**src/rtl/stl_rst_pkg.sv**
```systemverilog
// Shared definitions for the reset-release sequencer.
//   seq_state_e : sequencer states (SEQ_ERR only reachable with STL_RST_SEQ_TIMEOUT_EN)
//   cnt_width() : width of the shared delay counter for a given hold/gap/timeout set
//   DEF_*       : default parameter values
package stl_rst_pkg;

  localparam int unsigned DEF_N_STAGE  = 3;
  localparam int unsigned DEF_HOLD_CYC = 16;
  localparam int unsigned DEF_GAP_CYC  = 4;
  localparam int unsigned DEF_TO_CYC   = 256;

  typedef enum logic [2:0] {
    SEQ_HOLD,
    SEQ_WAIT_ACK,
    SEQ_GAP,
    SEQ_DONE,
    SEQ_ERR
  } seq_state_e;

  // Enough bits to hold the largest value ever loaded into the counter.
  function automatic int unsigned cnt_width(input int unsigned hold,
                                            input int unsigned gap,
                                            input int unsigned to);
    int unsigned m;
    m = hold;
    if (gap > m) m = gap;
    if (to > m) m = to;
    return $clog2(m + 1);
  endfunction

endpackage

```
**src/rtl/stl_rst_seq_if.sv**
```systemverilog
// Stage reset / acknowledge bundle of the reset-release sequencer.
//   soft_rst_req : restart request            (master -> slave)
//   stage_ack    : per-stage ready            (master -> slave)
//   stage_rst    : per-stage reset, active-high (slave -> master)
//   all_ready    : every stage released and acknowledged
//   busy         : sequence in progress
//   timeout_err  : sticky ack-timeout flag
//   err_stage    : stage that timed out
// The sequencer is the slave; the subsystem/controller side is the master.
interface stl_rst_seq_if
  import stl_rst_pkg::*;
#(
  parameter int unsigned N_STAGE = DEF_N_STAGE
);

  localparam int unsigned ERR_W = $clog2(N_STAGE) + 1;

  logic               soft_rst_req;
  logic [N_STAGE-1:0] stage_ack;
  logic [N_STAGE-1:0] stage_rst;
  logic               all_ready;
  logic               busy;
  logic               timeout_err;
  logic [ERR_W-1:0]   err_stage;

  modport master (
    output soft_rst_req, stage_ack,
    input  stage_rst, all_ready, busy, timeout_err, err_stage
  );

  modport slave (
    input  soft_rst_req, stage_ack,
    output stage_rst, all_ready, busy, timeout_err, err_stage
  );

endinterface

```
**src/rtl/stl_dly_cnt.sv**
```systemverilog
// Loadable down-counter shared by the hold, gap and timeout phases.
//   clk, rst  : clock, synchronous active-high reset (reloads RST_VAL)
//   load_i    : load value_i (wins over dec_i)
//   value_i   : value to load
//   dec_i     : decrement by one; saturates at zero
//   zero_o    : the current decrement brings the count to zero
module stl_dly_cnt #(
  parameter int unsigned W       = 8,
  parameter int unsigned RST_VAL = 0
) (
  input  logic         clk,
  input  logic         rst,
  input  logic         load_i,
  input  logic [W-1:0] value_i,
  input  logic         dec_i,
  output logic         zero_o
);

  logic [W-1:0] cnt_q;
  logic [W-1:0] cnt_d;

  always_comb begin
    cnt_d = cnt_q;
    if (load_i) begin
      cnt_d = value_i;
    end else if (dec_i && (cnt_q != '0)) begin
      cnt_d = cnt_q - 1'b1;
    end
  end

  always_ff @(posedge clk) begin
    if (rst) begin
      cnt_q <= W'(RST_VAL);
    end else begin
      cnt_q <= cnt_d;
    end
  end

  // Flags the edge on which the count lands on zero, so a phase loaded with
  // N ends exactly N edges later.
  assign zero_o = dec_i && (cnt_q == W'(1));

endmodule

```
**src/rtl/stl_rst_seq.sv**
```systemverilog
// Multi-stage reset-release sequencer.
// Releases stage resets one at a time in index order after a hold period;
// each stage must acknowledge before the next is released. A soft reset
// request re-runs the whole sequence.
//   clk, rst : clock, synchronous active-high reset
//   bus      : stl_rst_seq_if.slave (soft_rst_req, stage_ack in;
//              stage_rst, all_ready, busy, timeout_err, err_stage out)
// Optional feature macro: STL_RST_SEQ_TIMEOUT_EN (ack timeout + ERR state).
// Without it timeout_err and err_stage are tied low.
module stl_rst_seq
  import stl_rst_pkg::*;
#(
  parameter int unsigned N_STAGE  = DEF_N_STAGE,
  parameter int unsigned HOLD_CYC = DEF_HOLD_CYC,
  parameter int unsigned GAP_CYC  = DEF_GAP_CYC,
  parameter int unsigned TO_CYC   = DEF_TO_CYC
) (
  input  logic         clk,
  input  logic         rst,
  stl_rst_seq_if.slave bus
);

  localparam int unsigned CNT_W = cnt_width(HOLD_CYC, GAP_CYC, TO_CYC);
  localparam int unsigned IDX_W = (N_STAGE > 1) ? $clog2(N_STAGE) : 1;
  localparam int unsigned ERR_W = $clog2(N_STAGE) + 1;
  localparam logic [IDX_W-1:0] LAST_IDX = IDX_W'(N_STAGE - 1);

  seq_state_e         state_q;
  logic [IDX_W-1:0]   idx_q;
  logic [IDX_W-1:0]   idx_nxt;
  logic [N_STAGE-1:0] stage_rst_q;
  logic               all_ready_q;
  logic               busy_q;
`ifdef STL_RST_SEQ_TIMEOUT_EN
  logic               timeout_err_q;
  logic [ERR_W-1:0]   err_stage_q;
`endif

  logic               cnt_load;
  logic               cnt_dec;
  logic [CNT_W-1:0]   cnt_val;
  logic               cnt_zero;
  logic               ack_sel;

  assign ack_sel = bus.stage_ack[idx_q];
  assign idx_nxt = idx_q + 1'b1;

  // Counter control: every phase reloads the counter on entry, so there is
  // never a wrap to worry about.
  always_comb begin
    cnt_load = 1'b0;
    cnt_dec  = 1'b0;
    cnt_val  = CNT_W'(HOLD_CYC);
    if (bus.soft_rst_req) begin
      cnt_load = 1'b1;
    end else begin
      case (state_q)
        SEQ_HOLD: begin
          cnt_dec = 1'b1;
`ifdef STL_RST_SEQ_TIMEOUT_EN
          if (cnt_zero) begin
            cnt_load = 1'b1;
            cnt_val  = CNT_W'(TO_CYC);
          end
`endif
        end
        SEQ_WAIT_ACK: begin
          if (ack_sel) begin
            cnt_load = 1'b1;
            cnt_val  = CNT_W'(GAP_CYC);
          end else begin
`ifdef STL_RST_SEQ_TIMEOUT_EN
            cnt_dec = 1'b1;
`endif
          end
        end
        SEQ_GAP: begin
          cnt_dec = 1'b1;
`ifdef STL_RST_SEQ_TIMEOUT_EN
          if (cnt_zero) begin
            cnt_load = 1'b1;
            cnt_val  = CNT_W'(TO_CYC);
          end
`endif
        end
        default: ;
      endcase
    end
  end

  stl_dly_cnt #(
    .W       (CNT_W),
    .RST_VAL (HOLD_CYC)
  ) u_dly_cnt (
    .clk     (clk),
    .rst     (rst),
    .load_i  (cnt_load),
    .value_i (cnt_val),
    .dec_i   (cnt_dec),
    .zero_o  (cnt_zero)
  );

  always_ff @(posedge clk) begin
    if (rst) begin
      state_q       <= SEQ_HOLD;
      idx_q         <= '0;
      stage_rst_q   <= '1;
      all_ready_q   <= 1'b0;
      busy_q        <= 1'b1;
`ifdef STL_RST_SEQ_TIMEOUT_EN
      timeout_err_q <= 1'b0;
      err_stage_q   <= '0;
`endif
    end else if (bus.soft_rst_req) begin
      state_q       <= SEQ_HOLD;
      idx_q         <= '0;
      stage_rst_q   <= '1;
      all_ready_q   <= 1'b0;
      busy_q        <= 1'b1;
`ifdef STL_RST_SEQ_TIMEOUT_EN
      timeout_err_q <= 1'b0;
`endif
    end else begin
      case (state_q)
        SEQ_HOLD: begin
          if (cnt_zero) begin
            stage_rst_q[0] <= 1'b0;
            idx_q          <= '0;
            state_q        <= SEQ_WAIT_ACK;
          end
        end
        SEQ_WAIT_ACK: begin
          if (ack_sel) begin
            if (idx_q == LAST_IDX) begin
              all_ready_q <= 1'b1;
              busy_q      <= 1'b0;
              state_q     <= SEQ_DONE;
            end else begin
              state_q     <= SEQ_GAP;
            end
          end
`ifdef STL_RST_SEQ_TIMEOUT_EN
          else if (cnt_zero) begin
            timeout_err_q <= 1'b1;
            err_stage_q   <= ERR_W'(idx_q);
            stage_rst_q   <= '1;
            busy_q        <= 1'b0;
            state_q       <= SEQ_ERR;
          end
`endif
        end
        SEQ_GAP: begin
          if (cnt_zero) begin
            idx_q                <= idx_nxt;
            stage_rst_q[idx_nxt] <= 1'b0;
            state_q              <= SEQ_WAIT_ACK;
          end
        end
        default: ;
      endcase
    end
  end

  assign bus.stage_rst   = stage_rst_q;
  assign bus.all_ready   = all_ready_q;
  assign bus.busy        = busy_q;
`ifdef STL_RST_SEQ_TIMEOUT_EN
  assign bus.timeout_err = timeout_err_q;
  assign bus.err_stage   = err_stage_q;
`else
  assign bus.timeout_err = 1'b0;
  assign bus.err_stage   = '0;
`endif

endmodule

```
**src/flat_wrapper.sv**
```systemverilog
// flat-port wrapper written by rule: the top's interface ports become plain ports
module stl_rst_seq_flat import stl_rst_pkg::*;
#(
  parameter int unsigned N_STAGE  = DEF_N_STAGE,
  parameter int unsigned HOLD_CYC = DEF_HOLD_CYC,
  parameter int unsigned GAP_CYC  = DEF_GAP_CYC,
  parameter int unsigned TO_CYC   = DEF_TO_CYC
)
  (clk, rst, bus_soft_rst_req, bus_stage_ack, bus_stage_rst, bus_all_ready, bus_busy, bus_timeout_err, bus_err_stage);
  stl_rst_seq_if #(.N_STAGE(N_STAGE)) bus_i ();
  input  logic clk;
  input  logic rst;
  input wire logic [$bits(bus_i.soft_rst_req)-1:0] bus_soft_rst_req;
  input wire logic [$bits(bus_i.stage_ack)-1:0] bus_stage_ack;
  output wire logic [$bits(bus_i.stage_rst)-1:0] bus_stage_rst;
  output wire logic [$bits(bus_i.all_ready)-1:0] bus_all_ready;
  output wire logic [$bits(bus_i.busy)-1:0] bus_busy;
  output wire logic [$bits(bus_i.timeout_err)-1:0] bus_timeout_err;
  output wire logic [$bits(bus_i.err_stage)-1:0] bus_err_stage;
  assign bus_i.soft_rst_req = bus_soft_rst_req;
  assign bus_i.stage_ack = bus_stage_ack;
  assign bus_stage_rst = bus_i.stage_rst;
  assign bus_all_ready = bus_i.all_ready;
  assign bus_busy = bus_i.busy;
  assign bus_timeout_err = bus_i.timeout_err;
  assign bus_err_stage = bus_i.err_stage;
  stl_rst_seq #(.N_STAGE(N_STAGE), .HOLD_CYC(HOLD_CYC), .GAP_CYC(GAP_CYC), .TO_CYC(TO_CYC)) u_core (.clk(clk), .rst(rst), .bus(bus_i));
endmodule
```
**config.mk**
```make
export PLATFORM = sky130hd
export DESIGN_NAME = stl_rst_seq_flat
export DESIGN_NICKNAME = d
export VERILOG_FILES = /design/src/rtl/stl_rst_pkg.sv /design/src/rtl/stl_rst_seq_if.sv /design/src/rtl/stl_dly_cnt.sv /design/src/rtl/stl_rst_seq.sv /design/src/flat_wrapper.sv
export SDC_FILE = /design/constraint.sdc
export NUM_CORES = 1
export LEC_CHECK = 0
export ABC_AREA = 1
export CAP_MARGIN = 20
export CORE_MARGIN = 10
export CORE_UTILIZATION = 40
export CTS_BUF_LIST = sky130_fd_sc_hd__clkbuf_4
export DETAILED_ROUTE_END_ITERATION = 6
export GPL_TIMING_DRIVEN = 0
export MAX_ROUTING_LAYER = met4
export PLACE_DENSITY = 0.58
export REMOVE_ABC_BUFFERS = 1
export SLEW_MARGIN = 20
export SYNTH_ARGS = -nofsm -noshare
export SYNTH_HDL_FRONTEND = slang
export SYNTH_SLANG_ARGS = --single-unit
```
**constraint.sdc**
```tcl
create_clock -name clk -period 1.45 [get_ports clk]
set_input_delay 0.29 -clock clk [delete_from_list [all_inputs] [get_ports clk]]
set_output_delay 0.29 -clock clk [all_outputs]
set_load 0.1 [all_outputs]
```
==> After elaboration in Yosys (flattened, before gate mapping) <==
Index checks and enable logic that the tools add are counted.
{ "totals": {"regBits": 19, "elab_cells": 60, "inputBits": 6, "out_inout_bits": 9} }
{ "op_classes": {"n_mux": 24, "n_bitwise": 2, "addsub": 2, "n_lt_le_gt_ge": 3, "eq_ne": 8, "n_reduce_logical": 14} }
{ "ops": {"columns": ["op", "count"], "rows": [
  ["9-bit two-way mux", 4],
  ["1-bit two-way mux", 10],
  ["9-bit by 1-bit equality test with 1-bit output (second input constant)", 1],
  ["3-bit AND reduction", 3],
  ["9-bit nonzero test", 1],
  ["9-bit by 1-bit subtractor with 9-bit output (second input constant)", 1],
  ["2-bit by 1-bit inequality test with 1-bit output (second input constant)", 4],
  ["2-bit by 3-bit less-than comparator with 1-bit output (second input constant)", 2],
  ["3-bit two-way mux", 2],
  ["3-bit case mux with 2 select lines", 1],
  ["2-bit nonzero test", 3],
  ["5-bit two-way mux", 1],
  ["2-bit two-way mux", 2],
  ["2-bit case mux with 2 select lines", 1],
  ["2-bit OR reduction", 2],
  ["3-bit bitwise AND", 1],
  ["3-bit by 1-bit equality test with 1-bit output (second input constant)", 1],
  ["3-bit by 2-bit equality test with 1-bit output (second input constant)", 1],
  ["1-bit logical AND", 3],
  ["3-bit zero test", 1],
  ["3-bit NOT", 1],
  ["2-bit by 1-bit adder with 2-bit output (second input constant)", 1],
  ["1-bit binary-select mux with 2-bit select", 1],
  ["1-bit demux with 2-bit select", 1],
  ["4 further kinds", 4]
]} }

==> Depth between registers and ports, before layout <==
{ "depth": {"depth_word": 9, "depth_mapped": 11, "ltp_nobuf": 11} }

==> Cells and area by module <==
Synthesis repeated with hierarchy kept, for this count alone.
{ "hier_totals": {"cells_unflattened": 179, "area_unflattened_um2": 1157.4} }
{ "modules_own_cells": {"columns": ["mod", "seq_area_each_um2", "area_per_inst_um2", "cells_each", "n_inst"], "rows": [
  ["stl_dly_cnt", 180.2, 669.4, 112, 1],
  ["stl_rst_seq", 180.2, 488.0, 67, 1]
]} }

==> Worst setup path before layout <==
Ideal clock, no wire load.
{ "synth_path": {"path_kind": "flip-flop to flip-flop", "startpoint": "register u_core.stage_rst_q[0], in the netlist u_core.bus.stage_rst[0]", "endpoint": "register u_core.stage_rst_q[0], in the netlist u_core.bus.stage_rst[0]", "synth_period_minus_slack_ns": 1.261, "required_time_ns": 1.387, "setup_time_ns": 0.063, "t_arrival_ns": 1.198, "path_buffers": 0, "path_slack_ns": 0.189, "path_stages_with_launch": 3, "path_cell_list": "dfxtp_1 o21ai_0 nand2_1"} }
{ "synth_between": {"elab_chain_cells": 3} }
{ "synth_rtl": {"columns": ["item", "line_no", "rtl"], "rows": [
  ["start: declaration", "stl_rst_seq.sv:31", "logic [N_STAGE-1:0] stage_rst_q;"],
  ["start signal: assignment", "stl_rst_seq.sv:107", "stage_rst_q <= '1;"],
  ["start signal: assignment", "stl_rst_seq.sv:117", "stage_rst_q <= '1;"],
  ["start signal: assignment", "stl_rst_seq.sv:127", "stage_rst_q[0] <= 1'b0;"],
  ["3-bit bitwise AND (no source line)", null, null],
  ["1-bit two-way mux", "stl_rst_seq.sv:153", "if (cnt_zero) begin"],
  ["1-bit case mux with 2 select lines", "stl_rst_seq.sv:124", "case (state_q)"]
]} }
No other way between the ends. The select of a mux whose other input is x is not followed.
A chain may end at the register's enable or synchronous reset.

==> Final worst setup path <==
{ "layout_path": {"startpoint": "input port bus_soft_rst_req", "endpoint": "register u_core.u_dly_cnt.cnt_q[1]"} }
{ "layout_between": {"elab_chain_cells": 3, "word_cells_on_any_way": 6, "classes_between": "mux: 4; reduce/logical: 2"} }
{ "layout_rtl": {"columns": ["item", "line_no", "rtl"], "rows": [
  ["start: declaration", "flat_wrapper.sv:13", "input wire logic [$bits(bus_i.soft_rst_req)-1:0] bus_soft_rst_req;"],
  ["1-bit two-way mux", "stl_rst_seq.sv:54", "if (bus.soft_rst_req) begin"],
  ["1-bit logical AND", "stl_dly_cnt.sv:26", "end else if (dec_i && (cnt_q != '0)) begin"],
  ["2-bit nonzero test (no source line)", null, null],
  ["end signal: assignment", "stl_dly_cnt.sv:33", "cnt_q <= W'(RST_VAL);"],
  ["end signal: assignment", "stl_dly_cnt.sv:35", "cnt_q <= cnt_d;"],
  ["end: declaration", "stl_dly_cnt.sv:19", "logic [W-1:0] cnt_q;"]
]} }
Parallel ways exist; a longest one is shown, timed or not.

==> insert_results.sql <==
INSERT INTO impl_metrics (metric_group, metric, value, unit) VALUES
('clock_network', 'clkLatencyLatePin', '0.30', 'ns'),
('grt', 'antenna_violations_before_repair', '0', ''),
('cells_and_area', 'layout-drive-gt1-share', '26.22', '%'),
('status', 'run_status', 'completed', ''),
('critical_path', 'critical_path.startpoint_type', 'input pin', ''),
('cells_and_area', 'final_common_cell', 'sky130_fd_sc_hd__nand2_1', ''),
('critical_path', 'critical_path_depth', '6', ''),
('detailed_routing', 'route.antenna.remaining_nets', '0', ''),
('grt', 'global_route_wire_length_before_repair', '4098', 'µm'),
('sta', 'finalWorstSetupSlack', '0.008829', 'ns'),
('yosys', 'yosysWarnings', '0', ''),
('clock_network', 'clock_tree.buffer_depth', '2', ''),
('cells_and_area', 'diodes', '0', ''),
('clock_network', 'clock_sinks', '18', ''),
('cells_and_area', 'layout.core_utilization', '51.05', '%'),
('yosys', 'synth_top_family_by_area', 'simple AND/OR/NAND/NOR gates', ''),
('critical_path', 'timing.reg2reg.worst_path_depth', '9', ''),
('critical_path', 'endpoint', 'u_core.u_dly_cnt.cnt_q[1]', ''),
('critical_path', 'critical_path.top_delay_family', 'buffers and inverters', ''),
('sta', 'finalHoldViolCount', '0', ''),
('yosys', 'synth_area_per_cell', '7.233', 'µm²'),
('placement', 'port-buffer-count', '10', ''),
('floorplanning', 'die_footprint', '0.005095', 'mm²'),
('critical_path', 'reg2reg_to', 'u_core.u_dly_cnt.cnt_q[2]', ''),
('yosys', 'synth_area', '0.001056', 'mm²'),
('floorplanning', 'chipHeight', '71.38', 'µm'),
('critical_path', 'timing.rr.start', 'u_core.u_dly_cnt.cnt_q[1]', ''),
('yosys', 'ys_seq_elements', '18', ''),
('cells_and_area', 'layout_common_cells', 'sky130_fd_sc_hd__nand2_1, sky130_fd_sc_hd__dfxtp_1, sky130_fd_sc_hd__nor2_1, sky130_fd_sc_hd__inv_1', ''),
('detailed_routing', 'postRouteWirelength', '2314', 'µm'),
('floorplanning', 'placement_rows', '18', ''),
('placement', 'gp_routability_congestion', '0.7955', ''),
('yosys', 'synthSimpleGateAreaFrac', '36.49', '%'),
('critical_path', 'worst-endpoint-required', '1.69', 'ns'),
('job', 'maxCapViolations', '0', ''),
('critical_path', 'worst_setup_path_end_kind', 'register', ''),
('critical_path', 'worstPathMaxFanout', '9', ''),
('critical_path', 'worst_path_largest_cell_delay', '0.51', 'ns'),
('placement', 'hpwlAfterDp', '1696', 'µm'),
('detailed_routing', 'drt_pre_antenna_iters', '5', ''),
('cells_and_area', 'design.final.nets', '178', ''),
('floorplanning', 'die-width', '71.38', 'µm'),
('floorplanning', 'floorplan.io_pins', '15', ''),
('detailed_routing', 'post_drt_wl_per_cell', '11.93', 'µm'),
('sta', 'setup_viol', '0', ''),
('critical_path', 'rrSetupSlack', '0.04', 'ns'),
('critical_path', 'critical_path.cell_chain', 'clkdlybuf4s50_1 > nor2_2 > nand2_2 > inv_1 > o21ai_1 > a21oi_1', ''),
('power_and_ir_drop', 'ir_drop', '469.1', 'µV'),
('yosys', 'fraction_of_synthesized_cell_area_in_xor_and_xnor_cells', '1.659', '%'),
('min_path', 'min-delay-start', 'u_core.bus.stage_rst[1]', ''),
('yosys', 'syn_inst', '146', ''),
('clock_network', 'worst_setup_hold_path_clk_slew', '0.12', 'ns'),
('detailed_routing', 'drt_iter0_markers', '28', ''),
('clock_network', 'clock_tree.root_cell', 'sky130_fd_sc_hd__clkbuf_4', ''),
('yosys', 'yosys-mux-area-fraction', '0', '%'),
('power_and_ir_drop', 'p_leak', '0.5155', 'nW'),
('floorplanning', 'initial_utilization', '42.24', '%'),
('cells_and_area', 'final-instance-count-excl-fill', '194', ''),
('critical_path', 'timing.critical_path.arrival', '1.68', 'ns'),
('floorplanning', 'fp.coreArea', '0.002500', 'mm²'),
('clock_network', 'cts_buffers', '3', ''),
('grt', 'first_global_vias', '947', ''),
('power_and_ir_drop', 'p_per_area', '792.7', 'mW/mm²'),
('sta', 'timing_max_transition_violations_final', '0', ''),
('clock_network', 'tritoncts_clock_tree', 'done', ''),
('clock_network', 'cts.hold.buffers_added', '0', ''),
('sta', 'grt_setup_unrepaired', 'yes', ''),
('yosys', 'share_of_the_yosys_chip_area_belonging_to_registers', '34.12', '%'),
('sta', 'finClkSkew', '0.01150', 'ns'),
('cells_and_area', 'layout-area-overhead-vs-synth', '20.85', '%'),
('min_path', 'hold_path_class', 'register to register', '');
==> flip-flops by register name, summed over array words and instances (netlist names) <==
name and flops:
u_core.u_dly_cnt.cnt_q 9, u_core.bus.all_ready 1, u_core.bus.stage_rst 3, u_core.state_q 2
u_core.bus.busy 1, u_core.idx_q 2
==> worst register-to-register path, delay by kind of cell, from the launching register on <==
| family | cells | cell delay (ns) |
|---|---|---|
| flip-flops | 1 | 0.37 |
| AO/OA/AOI/OAI | 1 | 0.08 |
| AND/OR/NAND/NOR | 5 | 0.64 |
| buffers and inverters | 2 | 0.09 |
| adder cells (fa/ha/maj) | 1 | 0.12 |
==> layout make-up <==
class	instances	area, µm²
clock buffer	3	22.52
clock inverter	1	3.754
fill	254	1224
inverter	20	87.58
multi-input combinational	108	648.1
sequential	18	367.9
tap	30	37.54
timing repair buffer	14	108.9
==> stage by stage <==
stage,power [mW],hold slack (ns),area (µm²),TNS [ns]
2_1_floorplan,0.6860,0.3591,1037,0
3_3_place_gp,0.7254,0.4315,1175,-3.743
3_5_place_dp,0.7289,0.4417,1175,-4.243
4_1_cts,0.9979,0.4575,1176,0
5_1_grt,1.080,0.4815,1276,-0.3353
6_report,1.012,0.4498,1276,0
==> synth_stat cells (all sizes together) <==
library cell  count  area share, %
nand4             4            2.4
dfxtp            18             34
nor2             25             13
buf               4            2.8
ha                7            8.3
o21bai            1           0.71
o21ai             6            2.8
conb              1           0.36
nand3             9            5.2
nor3              3            1.9
xor2              1           0.83
xnor2             1           0.83
a21oi            10            5.1
inv              20            7.6
nand3b            1           0.71
nand2            35             14
==> routing by layer <==
metal | global-route usage (%) | vias up | routed length, µm
li1 | - | 493 | -
met1 | 10.44 | 414 | 1091
met2 | 16.57 | 15 | 1132
met3 | 3.444 | 4 | 72
met4 | 1.720 | 0 | 18
met5 | - | - | 0
==> power by group <==
group | switching (mW) | total [mW] | internal [mW]
logic | 0.154 | 0.228 | 0.0740
registers | 0.0154 | 0.519 | 0.504
clock network | 0.165 | 0.265 | 0.100
==> logic make-up (layout without fill, tap and decap cells) <==
logic type,Yosys count,count (layout)
adders and majority gates,7,7
buffers and inverters,24,38
other,1,4
and+or+nand+nor,77,78
DFF,18,18
AOI/OAI and AO/OA,17,17
xor gates and xnor gates,2,2
==> what timing repair did <==
item,in CTS,in global routing
setup buffers,0,4
gates cloned,0,1
endpoints found under the setup margin,5,10
pin swaps,0,10
resized for setup,25,24
==> how the worst min path moves through the flow <==
stage / endpoint / slack (ns) / cells past startpoint
3_3_place_gp: u_core.bus.stage_rst[2] / 0.43 / 2
6_report: u_core.bus.stage_rst[1] / 0.45 / 2
3_5_place_dp: u_core.bus.busy / 0.44 / 2
2_1_floorplan: u_core.u_dly_cnt.cnt_q[7] / 0.36 / 1
5_1_grt: u_core.bus.stage_rst[2] / 0.48 / 2
4_1_cts: u_core.bus.stage_rst[1] / 0.46 / 2
(Power assumes the default switching activity.)
